## config.mk

```make
export PLATFORM = sky130hd
export DESIGN_NAME = fpu_agent_tag_buffer_flat
export DESIGN_NICKNAME = d
export VERILOG_FILES = /design/src/rtl/fpu_agent_tag_buffer_if.sv /design/src/rtl/fpu_agent_tag_buffer.sv /design/src/flat_wrapper.sv
export SDC_FILE = /design/constraint.sdc
export NUM_CORES = 1
export LEC_CHECK = 0
export BUFFER_PORTS_ARGS = -buffer_cell sky130_fd_sc_hd__clkbuf_2
export CAP_MARGIN = 20
export CELL_PAD_IN_SITES_DETAIL_PLACEMENT = 0
export CELL_PAD_IN_SITES_GLOBAL_PLACEMENT = 1
export CORE_MARGIN = 10
export CORE_UTILIZATION = 42
export CTS_CLUSTER_DIAMETER = 30
export DETAILED_ROUTE_END_ITERATION = 6
export MAX_ROUTING_LAYER = met4
export PLACE_DENSITY = 0.85
export SLEW_MARGIN = 20
export SYNTH_ARGS = -nofsm -noshare
export SYNTH_HDL_FRONTEND = slang
export SYNTH_SLANG_ARGS = --single-unit
```

## constraint.sdc

```tcl
create_clock -name clk -period 7.8 [get_ports clk]
set_clock_uncertainty 0.2 [all_clocks]
set_input_delay 0.39 -clock clk [delete_from_list [all_inputs] [get_ports clk]]
set_output_delay 0.39 -clock clk [all_outputs]
set_load 0.01 [all_outputs]
```

## src/rtl/fpu_agent_tag_buffer_if.sv

```systemverilog
// Handshake bundle between FPU agent dispatch, the FPU core and the commit path,
// as seen by the tag buffer. The slave modport is the tag buffer's view.
interface fpu_agent_tag_buffer_if #(
    parameter int NUM_THREADS = 4,
    parameter int XLEN        = 32,
    parameter int UUID_W      = 44,
    parameter int NW_W        = 2,
    parameter int NR_W        = 6,
    parameter int DEPTH       = 4,
    localparam int TAG_W      = $clog2(DEPTH)
);
    logic                        req_valid;
    logic [UUID_W-1:0]           req_uuid;
    logic [NW_W-1:0]             req_wid;
    logic [NUM_THREADS-1:0]      req_tmask;
    logic [XLEN-1:0]             req_PC;
    logic [NR_W-1:0]             req_rd;
    logic                        req_ready;

    logic                        fpu_req_valid;
    logic [TAG_W-1:0]            fpu_req_tag;
    logic                        fpu_req_ready;

    logic                        fpu_rsp_valid;
    logic [TAG_W-1:0]            fpu_rsp_tag;
    logic [NUM_THREADS*XLEN-1:0] fpu_rsp_data;
    logic [4:0]                  fpu_rsp_fflags;
    logic                        fpu_rsp_ready;

    logic                        cmt_valid;
    logic [UUID_W-1:0]           cmt_uuid;
    logic [NW_W-1:0]             cmt_wid;
    logic [NUM_THREADS-1:0]      cmt_tmask;
    logic [XLEN-1:0]             cmt_PC;
    logic [NR_W-1:0]             cmt_rd;
    logic [NUM_THREADS*XLEN-1:0] cmt_data;
    logic [4:0]                  cmt_fflags;
    logic                        cmt_ready;

    modport slave (
        input  req_valid, req_uuid, req_wid, req_tmask, req_PC, req_rd,
        output req_ready,
        output fpu_req_valid, fpu_req_tag,
        input  fpu_req_ready,
        input  fpu_rsp_valid, fpu_rsp_tag, fpu_rsp_data, fpu_rsp_fflags,
        output fpu_rsp_ready,
        output cmt_valid, cmt_uuid, cmt_wid, cmt_tmask, cmt_PC, cmt_rd, cmt_data, cmt_fflags,
        input  cmt_ready
    );

    modport master (
        output req_valid, req_uuid, req_wid, req_tmask, req_PC, req_rd,
        input  req_ready,
        input  fpu_req_valid, fpu_req_tag,
        output fpu_req_ready,
        output fpu_rsp_valid, fpu_rsp_tag, fpu_rsp_data, fpu_rsp_fflags,
        input  fpu_rsp_ready,
        input  cmt_valid, cmt_uuid, cmt_wid, cmt_tmask, cmt_PC, cmt_rd, cmt_data, cmt_fflags,
        output cmt_ready
    );
endinterface

```

## src/rtl/fpu_agent_tag_buffer.sv

```systemverilog
// Tag table that parks request commit metadata while the FPU core works, then rejoins
// it with out-of-order tagged results into a registered commit packet.
module fpu_agent_tag_buffer #(
    parameter int NUM_THREADS = 4,
    parameter int XLEN        = 32,
    parameter int UUID_W      = 44,
    parameter int NW_W        = 2,
    parameter int NR_W        = 6,
    parameter int DEPTH       = 4,
    localparam int TAG_W      = $clog2(DEPTH),
    localparam int CNT_W      = $clog2(DEPTH + 1)
) (
    input  logic                   clk,
    input  logic                   reset,
    fpu_agent_tag_buffer_if.slave  bus,
    output logic [CNT_W-1:0]       pending,
    output logic                   full,
    output logic                   err_orphan
);
    logic [UUID_W-1:0]      uuid_mem  [DEPTH];
    logic [NW_W-1:0]        wid_mem   [DEPTH];
    logic [NUM_THREADS-1:0] tmask_mem [DEPTH];
    logic [XLEN-1:0]        pc_mem    [DEPTH];
    logic [NR_W-1:0]        rd_mem    [DEPTH];

    logic [DEPTH-1:0]       alloc_mask_reg, alloc_mask_next;
    logic [DEPTH-1:0]       alloc_onehot, release_onehot;
    logic [CNT_W-1:0]       pending_reg, pending_next;
    logic                   err_orphan_reg;
    logic                   cmt_valid_reg;
    logic [UUID_W-1:0]      cmt_uuid_reg;
    logic [NW_W-1:0]        cmt_wid_reg;
    logic [NUM_THREADS-1:0] cmt_tmask_reg;
    logic [XLEN-1:0]        cmt_pc_reg;
    logic [NR_W-1:0]        cmt_rd_reg;
    logic [NUM_THREADS*XLEN-1:0] cmt_data_reg;
    logic [4:0]             cmt_fflags_reg;

    logic [TAG_W-1:0]       free_tag;
    logic                   full_int;
    logic                   do_alloc, rsp_accept, rsp_hit, rsp_orphan;

    // Descending scan so the last match written is the lowest free index.
    always_comb begin
        free_tag = '0;
        for (int i = DEPTH - 1; i >= 0; i--) begin
            if (!alloc_mask_reg[i]) free_tag = TAG_W'(i);
        end
    end

    assign full_int          = (pending_reg == CNT_W'(DEPTH));
    assign bus.fpu_req_valid = bus.req_valid & ~full_int;
    assign bus.req_ready     = bus.fpu_req_ready & ~full_int;
    assign bus.fpu_req_tag   = free_tag;
    assign do_alloc          = bus.req_valid & bus.req_ready;

    assign bus.fpu_rsp_ready = ~cmt_valid_reg | bus.cmt_ready;
    assign rsp_accept        = bus.fpu_rsp_valid & bus.fpu_rsp_ready;
    assign rsp_hit           = rsp_accept & alloc_mask_reg[bus.fpu_rsp_tag];
    assign rsp_orphan        = rsp_accept & ~alloc_mask_reg[bus.fpu_rsp_tag];

    // Alloc and release never target the same slot: alloc picks a clear bit, release a set one.
    generate
        for (genvar gi = 0; gi < DEPTH; gi++) begin : g_slot
            assign alloc_onehot[gi]   = do_alloc & (free_tag == TAG_W'(gi));
            assign release_onehot[gi] = rsp_hit & (bus.fpu_rsp_tag == TAG_W'(gi));
        end
    endgenerate

    assign alloc_mask_next = (alloc_mask_reg | alloc_onehot) & ~release_onehot;

    always_comb begin
        pending_next = pending_reg;
        if (do_alloc && !rsp_hit)      pending_next = pending_reg + CNT_W'(1);
        else if (!do_alloc && rsp_hit) pending_next = pending_reg - CNT_W'(1);
    end

    // Metadata storage is guarded by alloc_mask, so it needs no reset.
    always_ff @(posedge clk) begin
        if (do_alloc) begin
            uuid_mem[free_tag]  <= bus.req_uuid;
            wid_mem[free_tag]   <= bus.req_wid;
            tmask_mem[free_tag] <= bus.req_tmask;
            pc_mem[free_tag]    <= bus.req_PC;
            rd_mem[free_tag]    <= bus.req_rd;
        end
    end

    always_ff @(posedge clk or posedge reset) begin
        if (reset) begin
            alloc_mask_reg <= '0;
            pending_reg    <= '0;
            err_orphan_reg <= 1'b0;
            cmt_valid_reg  <= 1'b0;
            cmt_uuid_reg   <= '0;
            cmt_wid_reg    <= '0;
            cmt_tmask_reg  <= '0;
            cmt_pc_reg     <= '0;
            cmt_rd_reg     <= '0;
            cmt_data_reg   <= '0;
            cmt_fflags_reg <= '0;
        end else begin
            alloc_mask_reg <= alloc_mask_next;
            pending_reg    <= pending_next;
            if (rsp_orphan) err_orphan_reg <= 1'b1;
            if (rsp_hit) begin
                cmt_valid_reg  <= 1'b1;
                cmt_uuid_reg   <= uuid_mem[bus.fpu_rsp_tag];
                cmt_wid_reg    <= wid_mem[bus.fpu_rsp_tag];
                cmt_tmask_reg  <= tmask_mem[bus.fpu_rsp_tag];
                cmt_pc_reg     <= pc_mem[bus.fpu_rsp_tag];
                cmt_rd_reg     <= rd_mem[bus.fpu_rsp_tag];
                cmt_data_reg   <= bus.fpu_rsp_data;
                cmt_fflags_reg <= bus.fpu_rsp_fflags;
            end else if (bus.cmt_ready) begin
                cmt_valid_reg  <= 1'b0;
            end
        end
    end

    assign bus.cmt_valid  = cmt_valid_reg;
    assign bus.cmt_uuid   = cmt_uuid_reg;
    assign bus.cmt_wid    = cmt_wid_reg;
    assign bus.cmt_tmask  = cmt_tmask_reg;
    assign bus.cmt_PC     = cmt_pc_reg;
    assign bus.cmt_rd     = cmt_rd_reg;
    assign bus.cmt_data   = cmt_data_reg;
    assign bus.cmt_fflags = cmt_fflags_reg;
    assign pending        = pending_reg;
    assign full           = full_int;
    assign err_orphan     = err_orphan_reg;
endmodule

```

## src/flat_wrapper.sv

```systemverilog
// flat-port wrapper written by rule: the top's interface ports become plain ports
module fpu_agent_tag_buffer_flat 
#(
    parameter int NUM_THREADS = 4,
    parameter int XLEN        = 32,
    parameter int UUID_W      = 44,
    parameter int NW_W        = 2,
    parameter int NR_W        = 6,
    parameter int DEPTH       = 4,
    localparam int TAG_W      = $clog2(DEPTH),
    localparam int CNT_W      = $clog2(DEPTH + 1)
)
  (clk, reset, pending, full, err_orphan, bus_req_valid, bus_req_uuid, bus_req_wid, bus_req_tmask, bus_req_PC, bus_req_rd, bus_req_ready, bus_fpu_req_valid, bus_fpu_req_tag, bus_fpu_req_ready, bus_fpu_rsp_valid, bus_fpu_rsp_tag, bus_fpu_rsp_data, bus_fpu_rsp_fflags, bus_fpu_rsp_ready, bus_cmt_valid, bus_cmt_uuid, bus_cmt_wid, bus_cmt_tmask, bus_cmt_PC, bus_cmt_rd, bus_cmt_data, bus_cmt_fflags, bus_cmt_ready);
  fpu_agent_tag_buffer_if #(.NUM_THREADS(NUM_THREADS), .XLEN(XLEN), .UUID_W(UUID_W), .NW_W(NW_W), .NR_W(NR_W), .DEPTH(DEPTH)) bus_i ();
  input  logic clk;
  input  logic reset;
  output logic [CNT_W-1:0] pending;
  output logic full;
  output logic err_orphan;
  input wire logic [$bits(bus_i.req_valid)-1:0] bus_req_valid;
  input wire logic [$bits(bus_i.req_uuid)-1:0] bus_req_uuid;
  input wire logic [$bits(bus_i.req_wid)-1:0] bus_req_wid;
  input wire logic [$bits(bus_i.req_tmask)-1:0] bus_req_tmask;
  input wire logic [$bits(bus_i.req_PC)-1:0] bus_req_PC;
  input wire logic [$bits(bus_i.req_rd)-1:0] bus_req_rd;
  output wire logic [$bits(bus_i.req_ready)-1:0] bus_req_ready;
  output wire logic [$bits(bus_i.fpu_req_valid)-1:0] bus_fpu_req_valid;
  output wire logic [$bits(bus_i.fpu_req_tag)-1:0] bus_fpu_req_tag;
  input wire logic [$bits(bus_i.fpu_req_ready)-1:0] bus_fpu_req_ready;
  input wire logic [$bits(bus_i.fpu_rsp_valid)-1:0] bus_fpu_rsp_valid;
  input wire logic [$bits(bus_i.fpu_rsp_tag)-1:0] bus_fpu_rsp_tag;
  input wire logic [$bits(bus_i.fpu_rsp_data)-1:0] bus_fpu_rsp_data;
  input wire logic [$bits(bus_i.fpu_rsp_fflags)-1:0] bus_fpu_rsp_fflags;
  output wire logic [$bits(bus_i.fpu_rsp_ready)-1:0] bus_fpu_rsp_ready;
  output wire logic [$bits(bus_i.cmt_valid)-1:0] bus_cmt_valid;
  output wire logic [$bits(bus_i.cmt_uuid)-1:0] bus_cmt_uuid;
  output wire logic [$bits(bus_i.cmt_wid)-1:0] bus_cmt_wid;
  output wire logic [$bits(bus_i.cmt_tmask)-1:0] bus_cmt_tmask;
  output wire logic [$bits(bus_i.cmt_PC)-1:0] bus_cmt_PC;
  output wire logic [$bits(bus_i.cmt_rd)-1:0] bus_cmt_rd;
  output wire logic [$bits(bus_i.cmt_data)-1:0] bus_cmt_data;
  output wire logic [$bits(bus_i.cmt_fflags)-1:0] bus_cmt_fflags;
  input wire logic [$bits(bus_i.cmt_ready)-1:0] bus_cmt_ready;
  assign bus_i.req_valid = bus_req_valid;
  assign bus_i.req_uuid = bus_req_uuid;
  assign bus_i.req_wid = bus_req_wid;
  assign bus_i.req_tmask = bus_req_tmask;
  assign bus_i.req_PC = bus_req_PC;
  assign bus_i.req_rd = bus_req_rd;
  assign bus_req_ready = bus_i.req_ready;
  assign bus_fpu_req_valid = bus_i.fpu_req_valid;
  assign bus_fpu_req_tag = bus_i.fpu_req_tag;
  assign bus_i.fpu_req_ready = bus_fpu_req_ready;
  assign bus_i.fpu_rsp_valid = bus_fpu_rsp_valid;
  assign bus_i.fpu_rsp_tag = bus_fpu_rsp_tag;
  assign bus_i.fpu_rsp_data = bus_fpu_rsp_data;
  assign bus_i.fpu_rsp_fflags = bus_fpu_rsp_fflags;
  assign bus_fpu_rsp_ready = bus_i.fpu_rsp_ready;
  assign bus_cmt_valid = bus_i.cmt_valid;
  assign bus_cmt_uuid = bus_i.cmt_uuid;
  assign bus_cmt_wid = bus_i.cmt_wid;
  assign bus_cmt_tmask = bus_i.cmt_tmask;
  assign bus_cmt_PC = bus_i.cmt_PC;
  assign bus_cmt_rd = bus_i.cmt_rd;
  assign bus_cmt_data = bus_i.cmt_data;
  assign bus_cmt_fflags = bus_i.cmt_fflags;
  assign bus_i.cmt_ready = bus_cmt_ready;
  fpu_agent_tag_buffer #(.NUM_THREADS(NUM_THREADS), .XLEN(XLEN), .UUID_W(UUID_W), .NW_W(NW_W), .NR_W(NR_W), .DEPTH(DEPTH)) u_core (.clk(clk), .reset(reset), .bus(bus_i), .pending(pending), .full(full), .err_orphan(err_orphan));
endmodule
```

Word-level counts from Yosys, hierarchy flattened
Memory sizes are Yosys's and may differ from the RTL's. A register that Yosys moved wholly into a read port is not among the register bits. Index checks and enable logic that the tools add are counted.

Memories kept: 5. Output and inout port bits: 232. RAM bits: 352. Bits in registers: 142. Logic and storage cells: 62. Bits of input ports: 229.

$add $sub $neg: 2. Magnitude comparators: 1. Reductions and logical operators: 8. Bitwise gates (word level): 21. Equal/unequal tests: 7. Mux-type cells: 12.

Memory list: u_core.uuid_mem (depth 4, bits a word 44, read ports 1, clocked after Yosys merged registers in 1, wr ports 1, RTL line fpu_agent_tag_buffer.sv:20) `logic [UUID_W-1:0] uuid_mem [DEPTH];`; u_core.pc_mem (depth 4, bits a word 32, read ports 1, clocked after Yosys merged registers in 1, wr ports 1, RTL line fpu_agent_tag_buffer.sv:23) `logic [XLEN-1:0] pc_mem [DEPTH];`; u_core.rd_mem (depth 4, bits a word 6, read ports 1, clocked after Yosys merged registers in 1, wr ports 1, RTL line fpu_agent_tag_buffer.sv:24) `logic [NR_W-1:0] rd_mem [DEPTH];`; u_core.tmask_mem (depth 4, bits a word 4, read ports 1, clocked after Yosys merged registers in 1, wr ports 1, RTL line fpu_agent_tag_buffer.sv:22) `logic [NUM_THREADS-1:0] tmask_mem [DEPTH];`; u_core.wid_mem (depth 4, bits a word 2, read ports 1, clocked after Yosys merged registers in 1, wr ports 1, RTL line fpu_agent_tag_buffer.sv:21) `logic [NW_W-1:0] wid_mem [DEPTH];`.

Operator list (count): $and A1 B1 Y1 (14); $eq A2 B2 Y1 const B (4); $mux W2 (4); $mux W3 (2); $mux W1 (5); $and A4 B4 Y4 (1); $eq A2 B1 Y1 const B (2); $logic_not A2 Y1 (2); $not A4 Y4 (1); $or A4 B4 Y4 (1); $reduce_bool A2 Y1 (2); $add A3 B1 Y3 const B (1); $eq A3 B3 Y1 const B (1); $lt A2 B3 Y1 const B (1); $not A1 Y1 (3); $sub A3 B1 Y3 const B (1); $bmux W1 S2 (1); $logic_and A1 B1 Y1 (2); $logic_not A1 Y1 (2); $or A1 B1 Y1 (1).

Logic depth before layout (Yosys ltp)
Gate-level depths: netlist of run 1.

Depth in word-level cells: 8. Mapped depth: 11.

Least setup slack after synthesis of run 1
Ideal clock, no wire load.

Kind: flip-flop to flip-flop. Start: register u_core.pending_reg[2], in the netlist u_core.pending[2]. End: memory u_core.pc_mem[1][0], enable pin. Data required time: 6.939 ns. Slack: -0.261 ns. Stages on the path, launching flop included: 4. Path buffers: 0. Arrival time: 7.201 ns. Path through: dfrtp_1 > or3b_2 > nand3_1 > nor3b_1.

Word-level cells in the longest chain between the ends: 6.

RTL lines: start, declared (RTL line fpu_agent_tag_buffer.sv:28) `logic [CNT_W-1:0] pending_reg, pending_next;`; start signal, assigned (RTL line fpu_agent_tag_buffer.sv:104) `pending_reg <= pending_next;`; $eq A3 B3 Y1 (RTL line fpu_agent_tag_buffer.sv:51) `assign full_int = (pending_reg == CNT_W'(DEPTH));`; $not A1 Y1 (RTL line fpu_agent_tag_buffer.sv:53) `assign bus.req_ready = bus.fpu_req_ready & ~full_int;`; $and A1 B1 Y1 (RTL line fpu_agent_tag_buffer.sv:53); $and A1 B1 Y1 (RTL line fpu_agent_tag_buffer.sv:55) `assign do_alloc = bus.req_valid & bus.req_ready;`; $mux W1 (RTL line fpu_agent_tag_buffer.sv:80) `if (do_alloc) begin`; $mux W1 (implied by the code) (RTL line fpu_agent_tag_buffer.sv:84) `pc_mem[free_tag] <= bus.req_PC;`; end, declared (RTL line fpu_agent_tag_buffer.sv:23).

Every way passes these cells.

Worst setup path after layout of run 1
Start: register u_core.alloc_mask_reg[0]. End: register u_core.cmt_data_reg[0], in the netlist u_core.bus.cmt_data[0].

Word-level cells in the longest chain between the ends: 3.

RTL lines: start, declared (RTL line fpu_agent_tag_buffer.sv:26) `logic [DEPTH-1:0] alloc_mask_reg, alloc_mask_next;`; start signal, assigned (RTL line fpu_agent_tag_buffer.sv:103) `alloc_mask_reg <= alloc_mask_next;`; $bmux W1 S2 (RTL line fpu_agent_tag_buffer.sv:59) `assign rsp_hit = rsp_accept & alloc_mask_reg[bus.fpu_rsp_tag];`; $mux W1 (implied by the code) (RTL line fpu_agent_tag_buffer.sv:59); $and A1 B1 Y1 (RTL line fpu_agent_tag_buffer.sv:59); end signal, assigned (RTL line fpu_agent_tag_buffer.sv:113) `cmt_data_reg <= bus.fpu_rsp_data;`; end, declared (RTL line fpu_agent_tag_buffer.sv:36) `logic [NUM_THREADS*XLEN-1:0] cmt_data_reg;`.

Every way passes these cells. The select of a mux whose other input is x is not followed. A chain may end at the register's enable or synchronous reset.

==> results of run 1 <==
worst max-delay path: stages (launching register included):
cell	delay [ps]
sky130_fd_sc_hd__dfrtp_1	520
sky130_fd_sc_hd__mux4_2	320
sky130_fd_sc_hd__and3_4	860
sky130_fd_sc_hd__buf_4	860
sky130_fd_sc_hd__buf_4	660
sky130_fd_sc_hd__mux2_2	430
cells in the final DEF, fill, tap and decap left out, types with 3 or more instances in the layout:
cell type,count
sky130_fd_sc_hd__inv_8,3
sky130_fd_sc_hd__dlygate4sd3_1,226
sky130_fd_sc_hd__inv_1,5
sky130_fd_sc_hd__clkinvlp_4,12
sky130_fd_sc_hd__clkinv_2,13
sky130_fd_sc_hd__inv_6,17
sky130_fd_sc_hd__clkinv_4,9
sky130_fd_sc_hd__bufinv_16,14
sky130_fd_sc_hd__diode_2,14
sky130_fd_sc_hd__nand2_1,5
sky130_fd_sc_hd__mux2_4,169
sky130_fd_sc_hd__mux4_2,89
sky130_fd_sc_hd__dfrtp_1,230
sky130_fd_sc_hd__clkinv_1,6
sky130_fd_sc_hd__clkbuf_2,458
sky130_fd_sc_hd__edfxtp_1,352
sky130_fd_sc_hd__clkbuf_8,6
sky130_fd_sc_hd__clkbuf_16,108
sky130_fd_sc_hd__buf_4,15
sky130_fd_sc_hd__mux2_2,53
sky130_fd_sc_hd__clkbuf_1,10
final timing paths:
path / start / end / slack, ps
hold reg to reg: u_core.pending[2]$_DFFE_PP0P_ / u_core.pending[2]$_DFFE_PP0P_ / 290
min in group asynchronous: reset / u_core.bus.cmt_data[7]$_DFFE_PP0P_ / 210
max in group asynchronous: reset / u_core.bus.cmt_PC[7]$_DFFE_PP0P_ / 5820
setup reg to reg: u_core.alloc_mask_reg[0]$_DFF_PP0_ / u_core.bus.cmt_data[0]$_DFFE_PP0P_ / 3750
hold / removal: bus_cmt_ready / u_core.err_orphan$_DFFE_PP0P_ / 60
setup / recovery: u_core.alloc_mask_reg[0]$_DFF_PP0_ / u_core.bus.cmt_data[0]$_DFFE_PP0P_ / 3750
layout make-up:
| type | instances | area, µm² |
|---|---|---|
| antenna | 14 | 35.03 |
| clock buffer | 124 | 2823 |
| clock inverter | 78 | 950.9 |
| fill | 3559 | 20490 |
| inverter | 6 | 30.03 |
| multi-input combinational | 345 | 5411 |
| sequential | 582 | 16330 |
| tap | 680 | 850.8 |
| timing repair buffer | 701 | 4698 |
power groups by stage:
stage                     sequential [mW]  combinational [mW]  clock [mW]
final                                4.59                2.90        4.72
after global routing                 4.68                3.10        4.96
after CTS                            4.57                2.94        4.80
after detailed placement             4.60                2.81           0
after global placement               4.58                2.78           0
after floorplan                      4.83                1.38           0
cells by family after synthesis:
kind of cell | synth area share, %
adders and majority gates | 0.1475
xor gates and xnor gates | 0.1192
AOI/OAI and AO/OA | 0.3121
muxes | 23.30
DFF | 74.04
and+or+nand+nor | 0.4880
buffers and inverters | 1.594
timing repair:
action                                 in CTS  in global routing
resized for setup                           0                  0
hold buffers                              226                  0
endpoints found under the hold margin     586                  0
routing by layer:
layer / routed length (µm) / track usage (%) / vias up
met3: 5015 / 6.744 / 109
met5: 0 / - / -
li1: - / - / 5465
met4: 2049 / 8.545 / 0
met1: 22180 / 21.65 / 6487
met2: 30790 / 31.71 / 523
==> impl_metrics.ini, run 1 <==
[status]
status = finished clean

[finish]
largest_register_ffs = 176
final_cell_count_without_fillers = 2530
nNetsFinal = 1973
layout.cell_area.non_filler_um2 = 31120
flow.area_growth_from_synthesis_pct = 41.15
share_of_cells_above_drive_strength_1_pct = 53.32
final_core_util_pct = 60.30

[yosys]
synth_edf_count = 352
synth.avg_cell_area_um2 = 22.55
synth.top_cell.area_share_pct = 47.93
synth_top_cells_by_area = sky130_fd_sc_hd__edfxtp_1 48%, sky130_fd_sc_hd__dfrtp_1 26%, sky130_fd_sc_hd__mux2_4 12%
synthDistinctLibCells = 31
yosysWarningCount = 0
seq_area_frac_synth_pct = 74.04
syn_inst = 978
synthMostInstantiatedCell = sky130_fd_sc_hd__edfxtp_1
dominantRegCellSynth = sky130_fd_sc_hd__edfxtp_1
synth-seq-cells = 582
synth_top_cells_by_count = 352 x sky130_fd_sc_hd__edfxtp_1, 230 x sky130_fd_sc_hd__dfrtp_1, 169 x sky130_fd_sc_hd__mux2_4
library_cell_occupying_the_most_area_in_the_post_synthesis_netlist = sky130_fd_sc_hd__edfxtp_1
synth_fp_nets = 1209
synth.cell_area_um2 = 22050
synth-async-reset-ratio_pct = 39.52

[pwr]
leakagePower_nw = 12.81
swShare_pct = 28.74
power.internal_mw = 8.704
share_comb_of_total_power_pct = 23.8
power.density_cell_area_nw_per_um2 = 392.4
total_power_mw = 12.21
power.net_switching_mw = 3.511
sequentialPowerShare_pct = 37.6
power_frac_clock_pct = 38.6
worst_ir_drop_vdd_uv = 257.5

[clock_tree]
cts_setup_buffers = 0
h-tree-depth = 3
clock_tree_from_tritoncts = built
clock_latency_on_the_worst_skew_pair_ps = 640
clk_transition_reported_paths_ps = 50
clock_tree.root_cell = sky130_fd_sc_hd__clkbuf_16
numClockSinks = 582
numCtsBuffers = 106
cts-root-to-sink-buffers = 3

[drt]
iteration_0_drc_markers = 574
drt-pass1-iter-count = 4
postRouteWirelength_um = 60030
ant_nets = 0
drc = 0
wl_per_cell_um = 23.73
detailroute.via_count = 12580
post_drt_via_cell_ratio = 4.974

[min_path]
timing.hold.worst.class = in2reg
min_path_cells = 4

[global_routing]
globalRouteOverflowTotal = 0
maximum_number_of_pins_on_one_net_before_global_route_repair = 133
grt_pass1_vias = 13950
grt_usage_pct = 19.55
antenna_violations_before_repair = 13
grt_first_pass_wirelength_um = 90390

[worst_setup_path]
critical_path_class = reg2reg
cp_data_required_time_ps = 8110
r2r.worst_path.cells = 5
crit_fanout = 53
worst_ep_arrival_time_ps = 4360
critPathLaunchType = flip-flop
end_kind = flip-flop

[die]
die_x_um = 249.1
die_y_um = 249.1
core_area_um2 = 51610
initial_utilization_pct = 42.72
floorplan.die_area_um2 = 62070
fp-row-count = 83
io-pin-count = 461

[place]
dp_cells = 2088
gp_congestion = 0.8569
count_of_buffers_inserted_at_the_top_level_ports = 460
pre_cts_ws_ps = 3223
placedInstanceArea_um2 = 25050
dpl_wire_length_um = 36130

[sta]
period_needed_ps = 4046
setup_viol = 0
finalHoldWorstSlack_ps = 60.70
finalMaxSlewViolations = 0
slew_headroom_pct = 32.41
worst_slew_pin_slew_ps = 1014
unrepaired_setup_endpoints_after_global_routing = no
timing.fmax_ghz = 0.2472
setup_total_negative_slack_ps = 0
timing.final.crit_share_pct = 51.87
hold_viol = 0
layout_setup_ws_ps = 3754

[job]
maxCapViolations = 0
(Power assumes the default switching activity.)
==> run 2: changes to the inputs <==
==> constraint.sdc (replaced) <==
create_clock -name clk -period 3.59 [get_ports clk]
set_clock_uncertainty 0.2 [all_clocks]
set_input_delay 0.1795 -clock clk [delete_from_list [all_inputs] [get_ports clk]]
set_output_delay 0.1795 -clock clk [all_outputs]
set_load 0.01 [all_outputs]
==> impl_metrics.ini, run 2 (same netlist as run 1, synthesis figures left out) <==
[status]
status = finished clean

[clock_tree]
cts-root-to-sink-buffers = 3
numCtsBuffers = 107
clock_latency_on_the_worst_skew_pair_ps = 650
cts_setup_buffers = 0
clock_tree_from_tritoncts = built
clk_transition_reported_paths_ps = 50
clock_tree.root_cell = sky130_fd_sc_hd__clkbuf_16
h-tree-depth = 3
numClockSinks = 582

[global_routing]
antenna_violations_before_repair = 9
grt_usage_pct = 19.68
maximum_number_of_pins_on_one_net_before_global_route_repair = 93
grt_pass1_vias = 14210
globalRouteOverflowTotal = 0
grt_first_pass_wirelength_um = 91240

[drt]
wl_per_cell_um = 23.53
drc = 0
drt-pass1-iter-count = 4
ant_nets = 0
detailroute.via_count = 12630
postRouteWirelength_um = 59840
iteration_0_drc_markers = 655
post_drt_via_cell_ratio = 4.966

[worst_setup_path]
cp_data_required_time_ps = 3960
crit_fanout = 8
worst-r2r-setup-slack_ps = 890
end_kind = flip-flop
crit-reg2reg-launch = u_core.alloc_mask_reg[0]$_DFF_PP0_
worst_ep_arrival_time_ps = 3070
critical_path_class = reg2reg
crit-reg2reg-capture = u_core.pending[2]$_DFFE_PP0P_
critPathLaunchType = flip-flop
cp-endpoint = u_core.pending[2]$_DFFE_PP0P_
critPathLaunch = u_core.alloc_mask_reg[0]$_DFF_PP0_
r2r.worst_path.cells = 9

[min_path]
timing.hold.worst.class = in2reg
hp-start = bus_fpu_rsp_tag[0]

[finish]
layout.cell_area.non_filler_um2 = 31410
flow.area_growth_from_synthesis_pct = 42.43
largest_register_ffs = 176
layout_common_cells = 458 x sky130_fd_sc_hd__clkbuf_2, 352 x sky130_fd_sc_hd__edfxtp_1, 233 x sky130_fd_sc_hd__dlygate4sd3_1
nNetsFinal = 1991
filler_cell_count = 3490
share_of_cells_above_drive_strength_1_pct = 53.29
commonest_non_fill_non_tap_cell_in_the_layout = sky130_fd_sc_hd__clkbuf_2

[pwr]
power.density_cell_area_nw_per_um2 = 848.9
worst_ir_drop_vdd_uv = 637.6
leakagePower_nw = 12.90

[place]
pre_cts_ws_ps = 885.0
placedInstanceArea_um2 = 25270
count_of_buffers_inserted_at_the_top_level_ports = 460
gp_congestion = 0.8382
dpl_wire_length_um = 35450

[die]
die_x_um = 249.1
die_y_um = 249.1
fp-row-count = 83
io-pin-count = 461
initial_utilization_pct = 42.72
floorplan.die_area_um2 = 62070
core_area_um2 = 51610

[sta]
period_needed_ps = 2699
worst_slew_pin_slew_ps = 942.6
timing.final.crit_share_pct = 75.19
layout_setup_ws_ps = 890.7
setup_viol = 0
unrepaired_setup_endpoints_after_global_routing = no
hold_viol = 0
slew_headroom_pct = 37.16
timing.fmax_ghz = 0.3705
finalMaxSlewViolations = 0

[job]
maxCapViolations = 0
run 2: through the flow:
| step | power, mW | setup TNS [ps] | util, % | hold WS (ps) | cells |
|---|---|---|---|---|---|
| final | 26.66 | 0 | 60.85 | 7.418 | 2543 |
| after global routing | 27.74 | 0 | 60.85 | 52.69 | 2543 |
| after CTS | 26.78 | 0 | 60.81 | 34.59 | 2534 |
| after detailed placement | 16.16 | 0 | 48.95 | 12.16 | 2098 |
| after global placement | 16.00 | 0 | 48.91 | 191.0 | 2097 |
| after floorplan | 13.48 | -13550 | - | 78.37 | 978 |
run 2: worst min-delay path by stage:
stage | endpoint | slack (ps) | cells after the start
floorplan | u_core.pc_mem[0][0]$_DFFE_PP_ | 80 | 0
global placement | u_core.pc_mem[0][7]$_DFFE_PP_ | 190 | 1
detailed placement | u_core.bus.cmt_data[108]$_DFFE_PP0P_ | 10 | 2
finish | u_core.alloc_mask_reg[1]$_DFF_PP0_ | 7 | 3
CTS | u_core.rd_mem[3][5]$_DFFE_PP_ | 30 | 2
global route | u_core.alloc_mask_reg[1]$_DFF_PP0_ | 50 | 3
run 2: report_power, final:
part / internal, mW / leakage, nW / total (mW) / switching, mW
sequential: 8.95 / 5.89 / 9.97 / 1.02
clock: 6.70 / 1.80 / 10.3 / 3.57
combinational: 3.30 / 5.21 / 6.42 / 3.12
total: 18.9 / 12.9 / 26.7 / 7.72
run 2: cell type report:
class	count	area (µm²)	share of cell area, %
sequential	582	16330	51.98
multi-input combinational	345	5439	17.32
timing repair buffer	718	4956	15.78
clock buffer	131	2859	9.103
clock inverter	72	927.1	2.952
tap	680	850.8	2.709
inverter	6	26.28	0.08366
antenna	9	22.52	0.07171
run 2: what timing repair did:
action                    4_1_cts  5_1_grt
hold endpoints to repair      696        0
hold buffers                  233        0
gates resized for setup         0        0
run 2: worst max-delay path: stages, from the launching register on:
cell	delay [ps]
sky130_fd_sc_hd__dfrtp_1	470
sky130_fd_sc_hd__mux4_2	520
sky130_fd_sc_hd__and3_4	240
sky130_fd_sc_hd__inv_1	160
sky130_fd_sc_hd__ha_1	200
sky130_fd_sc_hd__inv_1	60
sky130_fd_sc_hd__fa_1	370
sky130_fd_sc_hd__xor2_1	150
sky130_fd_sc_hd__nor2_1	110
sky130_fd_sc_hd__xor2_1	150
run 2: layer usage:
layer	routed length (µm)	vias up	GRT usage, %
met5	0	-	-
met4	2002	0	7.371
met3	4403	133	6.879
met2	30590	470	32.17
met1	22840	6537	22.01
li1	-	5488	-
